### config.mk
export PLATFORM = sky130hd
export DESIGN_NAME = cnn_mul_share_arb
export DESIGN_NICKNAME = d
export VERILOG_FILES = /design/src/rtl/cnn_mul_share_arb.sv
export SDC_FILE = /design/constraint.sdc
export NUM_CORES = 1
export LEC_CHECK = 0
export BUFFER_PORTS_ARGS = -buffer_cell sky130_fd_sc_hd__buf_4
export CORE_ASPECT_RATIO = 2
export CORE_MARGIN = 2
export CORE_UTILIZATION = 48
export DETAILED_ROUTE_END_ITERATION = 7
export PLACE_DENSITY = 0.69
export SLEW_MARGIN = 30
export SYNTH_ARGS = -nofsm -noshare
export SYNTH_HDL_FRONTEND = slang
export SYNTH_SLANG_ARGS = --single-unit
### constraint.sdc
create_clock -name ap_clk -period 8.7 [get_ports ap_clk]
set_input_delay 2.61 -clock ap_clk [delete_from_list [all_inputs] [get_ports ap_clk]]
set_output_delay 2.61 -clock ap_clk [all_outputs]
set_load 0.05 [all_outputs]
### src/rtl/cnn_mul_share_arb.sv
// Round-robin sequencer time-sharing one pipelined signed x unsigned multiplier among NUM_REQ requesters.
// Define CNN_MUL_SHARE_ARB_STATS_EN to add per-requester grant counters and a stall counter.
module cnn_mul_share_arb #(
  parameter int NUM_REQ = 4,
  parameter int ID_W    = 2,
  parameter int A_W     = 8,
  parameter int B_W     = 13,
  parameter int P_W     = 21,
  parameter int LAT     = 2
) (
  input  logic                   ap_clk,
  input  logic                   ap_rst_n,
  input  logic [NUM_REQ-1:0]     req_valid,
  output logic [NUM_REQ-1:0]     req_ready,
  input  logic [NUM_REQ*A_W-1:0] req_a,
  input  logic [NUM_REQ*B_W-1:0] req_b,
  output logic                   rsp_valid,
  input  logic                   rsp_ready,
  output logic [ID_W-1:0]        rsp_id,
  output logic [P_W-1:0]         rsp_p
`ifdef CNN_MUL_SHARE_ARB_STATS_EN
  ,
  input  logic                   stat_clr,
  output logic [NUM_REQ*16-1:0]  stat_grant_cnt,
  output logic [15:0]            stat_stall_cnt
`endif
);

  logic [ID_W-1:0]           ptr_q, ptr_d;
  logic [LAT-1:0]            vld_q, vld_d;
  logic [LAT-1:0][ID_W-1:0]  id_q, id_d;
  logic [LAT-1:0][P_W-1:0]   p_q, p_d;
  logic [A_W-1:0]            a_q, a_d;
  logic [B_W-1:0]            b_q, b_d;

  logic                      stall;
  logic                      gnt_found;
  logic                      xfer;
  logic [ID_W-1:0]           gnt_idx;
  logic [A_W-1:0]            a_sel, mul_a;
  logic [B_W-1:0]            b_sel, mul_b;
  logic [P_W-1:0]            mul_p;

  assign stall = vld_q[LAT-1] & ~rsp_ready;

  // First asserted requester scanning from ptr upwards, wrapping.
  always_comb begin
    gnt_found = 1'b0;
    gnt_idx   = '0;
    for (int k = 0; k < NUM_REQ; k++) begin
      if (!gnt_found && req_valid[(int'(ptr_q) + k) % NUM_REQ]) begin
        gnt_found = 1'b1;
        gnt_idx   = ID_W'((int'(ptr_q) + k) % NUM_REQ);
      end
    end
  end

  assign xfer = gnt_found & ~stall & ap_rst_n;

  generate
    for (genvar gi = 0; gi < NUM_REQ; gi++) begin : g_ready
      assign req_ready[gi] = xfer && (gnt_idx == ID_W'(gi));
    end
  endgenerate

  assign a_sel = req_a[int'(gnt_idx)*A_W +: A_W];
  assign b_sel = req_b[int'(gnt_idx)*B_W +: B_W];

  // A single-stage pipe multiplies straight from the request bus; otherwise from the operand stage.
  assign mul_a = (LAT == 1) ? a_sel : a_q;
  assign mul_b = (LAT == 1) ? b_sel : b_q;
  // The exact product always fits in P_W signed bits, so P_W-wide arithmetic loses nothing.
  assign mul_p = P_W'($signed(mul_a)) * P_W'($signed({1'b0, mul_b}));

  always_comb begin
    ptr_d = xfer ? ID_W'((int'(gnt_idx) + 1) % NUM_REQ) : ptr_q;
  end

  always_comb begin
    vld_d = vld_q;
    id_d  = id_q;
    p_d   = p_q;
    a_d   = a_q;
    b_d   = b_q;
    if (!stall) begin
      vld_d[0] = xfer;
      id_d[0]  = gnt_idx;
      if (xfer) begin
        a_d = a_sel;
        b_d = b_sel;
      end
      if (LAT == 1) p_d[0] = mul_p;
      for (int s = 1; s < LAT; s++) begin
        vld_d[s] = vld_q[s-1];
        id_d[s]  = id_q[s-1];
        p_d[s]   = (s == 1) ? mul_p : p_q[s-1];
      end
    end
  end

  always_ff @(posedge ap_clk or negedge ap_rst_n) begin
    if (!ap_rst_n) begin
      ptr_q <= '0;
      vld_q <= '0;
      id_q  <= '0;
      p_q   <= '0;
      a_q   <= '0;
      b_q   <= '0;
    end else begin
      ptr_q <= ptr_d;
      vld_q <= vld_d;
      id_q  <= id_d;
      p_q   <= p_d;
      a_q   <= a_d;
      b_q   <= b_d;
    end
  end

  assign rsp_valid = vld_q[LAT-1];
  assign rsp_id    = id_q[LAT-1];
  assign rsp_p     = p_q[LAT-1];

`ifdef CNN_MUL_SHARE_ARB_STATS_EN
  logic [NUM_REQ-1:0][15:0] gcnt_q, gcnt_d;
  logic [15:0]              scnt_q, scnt_d;

  // Clear dominates any same-cycle increment; counters stick at all-ones.
  always_comb begin
    gcnt_d = gcnt_q;
    scnt_d = scnt_q;
    if (stat_clr) begin
      gcnt_d = '0;
      scnt_d = '0;
    end else begin
      for (int i = 0; i < NUM_REQ; i++) begin
        if (req_ready[i] && req_valid[i] && gcnt_q[i] != 16'hFFFF) gcnt_d[i] = gcnt_q[i] + 16'd1;
      end
      if (stall && scnt_q != 16'hFFFF) scnt_d = scnt_q + 16'd1;
    end
  end

  always_ff @(posedge ap_clk or negedge ap_rst_n) begin
    if (!ap_rst_n) begin
      gcnt_q <= '0;
      scnt_q <= '0;
    end else begin
      gcnt_q <= gcnt_d;
      scnt_q <= scnt_d;
    end
  end

  assign stat_grant_cnt = gcnt_q;
  assign stat_stall_cnt = scnt_q;
`endif

endmodule

==> out/results.ini <==
[min_path]
hp-class=reg -> reg

[cts]
cts_max_level=2
clock_latency_ns=0.30
clock_sinks=50
cts.clk_slew.worst_paths_ns=0.06
numCtsBuffers=5
cts_tree=yes
cts-root-buf=clkbuf_16
cts_setup_buffers=0
cts_resized=0
hold_buffers=0
clk_path_buf_depth=2

[timing]
slew_headroom_pct=37.9
hold_viol_final=0
fmax_ghz=0.150
rsz0062_at_grt=false
period_share_pct=76.5
fin_setup_tns_ns=0
worstMarginPinSlew_ns=0.929
slew_viol_final=0
finClkSkew_ns=0.00681
finalWorstPathRequiredPeriod_ns=6.66
setup_viol=0

[floorplanning]
start_util_pct=49.4
row_count=58
die_area_um2=14000
die_h_um=165
coreArea_um2=12600
fp.dieW_um=84.6
io_pins=119

[layout]
finish.net_count=980
drive_gt1_share_pct=20.8
diodes=0
area_growth_pct=17.3
final_cell_mix=120 x buf_4, 104 x inv_1, 89 x nand2_1, 73 x and2_1, 67 x fa_1
layout_commonest_cell=buf_4

[global_route]
met2_usage_pct=42.4
grt_pass1_vias=5452
grt_start_max_net_pins=54
busiest_layer=met2
grtUsageMet1_pct=22.2
antenna_found_initial=0
grt_pass1_wl_mm=24.3
track_usage_pct=21.5
grt_use_met3_pct=1.79
gr-total-overflow=0

[synthesis]
synth_simple_gate_area_share_pct=17.3
syn_nets=882
synth_top_area_cell=fa_1
synth_mux_area_share_pct=7.07
syn_area_um2=6230
syn_area_per_cell_um2=9.30
ys_ff_latch=50
synth_top_family_by_area=adder cells
synth_compound_area_share_pct=11.7
yosysWarnings=0
synthTopCellsByArea=fa_1 22%, dfrtp_1 20%, ha_1 11%, and2_1 7.3%, mux2i_1 7.1%
yosysSeqAreaShare_pct=20.1
synth-adder-area-share_pct=32.4
synth_top_cell_area_share_pct=21.5
syn_inst=670
synthXorXnorAreaFrac_pct=1.83
ys_types=47

[outcome]
status=completed

[drt]
num_vias=4933
wire_per_inst_um=15.5
drtIter0Drc=95
firstDrtPassIters=4
ant_nets=0
wl_mm=14.3
drc_errors=0
viasPerCell=5.37

[worst_setup_path]
slowest_delay_ns=0.32
cp_num_buf_inv=4
end_kind=output port
required_ns=6.09
slowest_stage=a211o_1
path_delay_family=compound AO/OA/AOI/OAI gates
worstSetupStartpointType=input pin
crit_chain=buf_4 > inv_2 > nor2_1 > a211o_1 > a21oi_4 > inv_2 > ha_1 > and2_1 > buf_4
cp.arrival_ns=4.05
critPathMaxFanout=7
critPathKind=in -> out

[run]
maxCapViolations=0

[place]
hpwl_mm=11.9
gp_congestion=0.879
portBuffers=118

==> sequential cells by signal (all words and copies together), names as in the netlist <==
name	cells
rsp_p	21
rsp_id	2
id_q	2
b_q	13
ptr_q	2
vld_q	2
a_q	8
==> cell type report <==
class                      instances  area [um^2]
clock buffer                       8          166
fill                            1148         5320
inverter                         107          402
multi-input combinational        484         4400
sequential                        50         1250
tap                              150          188
timing repair buffer             120          901
==> stage by stage <==
step                      worst slack, ns  hold WS [ns]  cells  utilization (%)  cell area (um^2)
final                                2.04         0.465    919             57.9              7310
after global routing                 1.98         0.486    919             57.9              7310
after CTS                            2.05         0.470    919             57.9              7310
after detailed placement             2.05         0.452    911             56.6              7140
after global placement               2.13         0.447    911             56.5              7130
after floorplan                      2.11         0.435    670                -              6230
==> logic make-up after synthesis <==
group,Yosys count
xor gates and xnor gates,13
AOI/OAI and AO/OA,86
buffers and inverters,136
DFF,50
adders and majority gates,121
and+or+nand+nor,220
muxes,44
==> path summary, 6_finish.rpt <==
path,slack (ns),depth (start not counted),startpoint,end
min in group asynchronous,2.35,1,ap_rst_n,id_q[1]
max,2.04,9,req_valid[0],req_ready[2]
max in group asynchronous,5.92,1,ap_rst_n,rsp_p[4]
max reg2reg,3.51,15,a_q[7],rsp_p[19]
min,0.46,2,rsp_p[3],rsp_p[3]
min reg2reg,0.46,2,rsp_p[3],rsp_p[3]
==> tightest hold or removal path: cells and delay by family, from the launching register on <==
kind / cells / cell delay (ns)
flip-flops: 1 / 0.34
AND/OR/NAND/NOR: 2 / 0.10
==> Yosys cell counts, drive strengths merged <==
cell type / instances
nor3b: 3
a31o: 1
and2: 74
a21o: 3
a211o: 1
and3: 2
o22ai: 3
nand2: 91
clkbuf: 16
nand2b: 8
inv: 107
a32oi: 1
o21bai: 1
dfrtp: 50
ha: 54
a311oi: 2
a2111o: 1
nand4: 1
nor2b: 3
nor2: 27
xnor2: 5
o211a: 1
xor2: 8
a311o: 1
fa: 67
mux2i: 44
a21oi: 25
nor4b: 1
nand3: 6
nor3: 4
a31oi: 1
a21boi: 1
buf: 13
o221ai: 22
a211oi: 5
o21ai: 16
o22a: 1
==> routing by layer <==
metal / wire length, um / share of wire [%] / vias up
li1: - / - / 2355
met1: 5080 / 36 / 2393
met2: 8120 / 57 / 149
met3: 483 / 3.4 / 36
met4: 572 / 4.0 / 0
met5: 0 / 0 / -
Power is left out: the tool's default activity adds up to more than one toggle a clock period on the data nets, which glitch-free logic cannot reach.
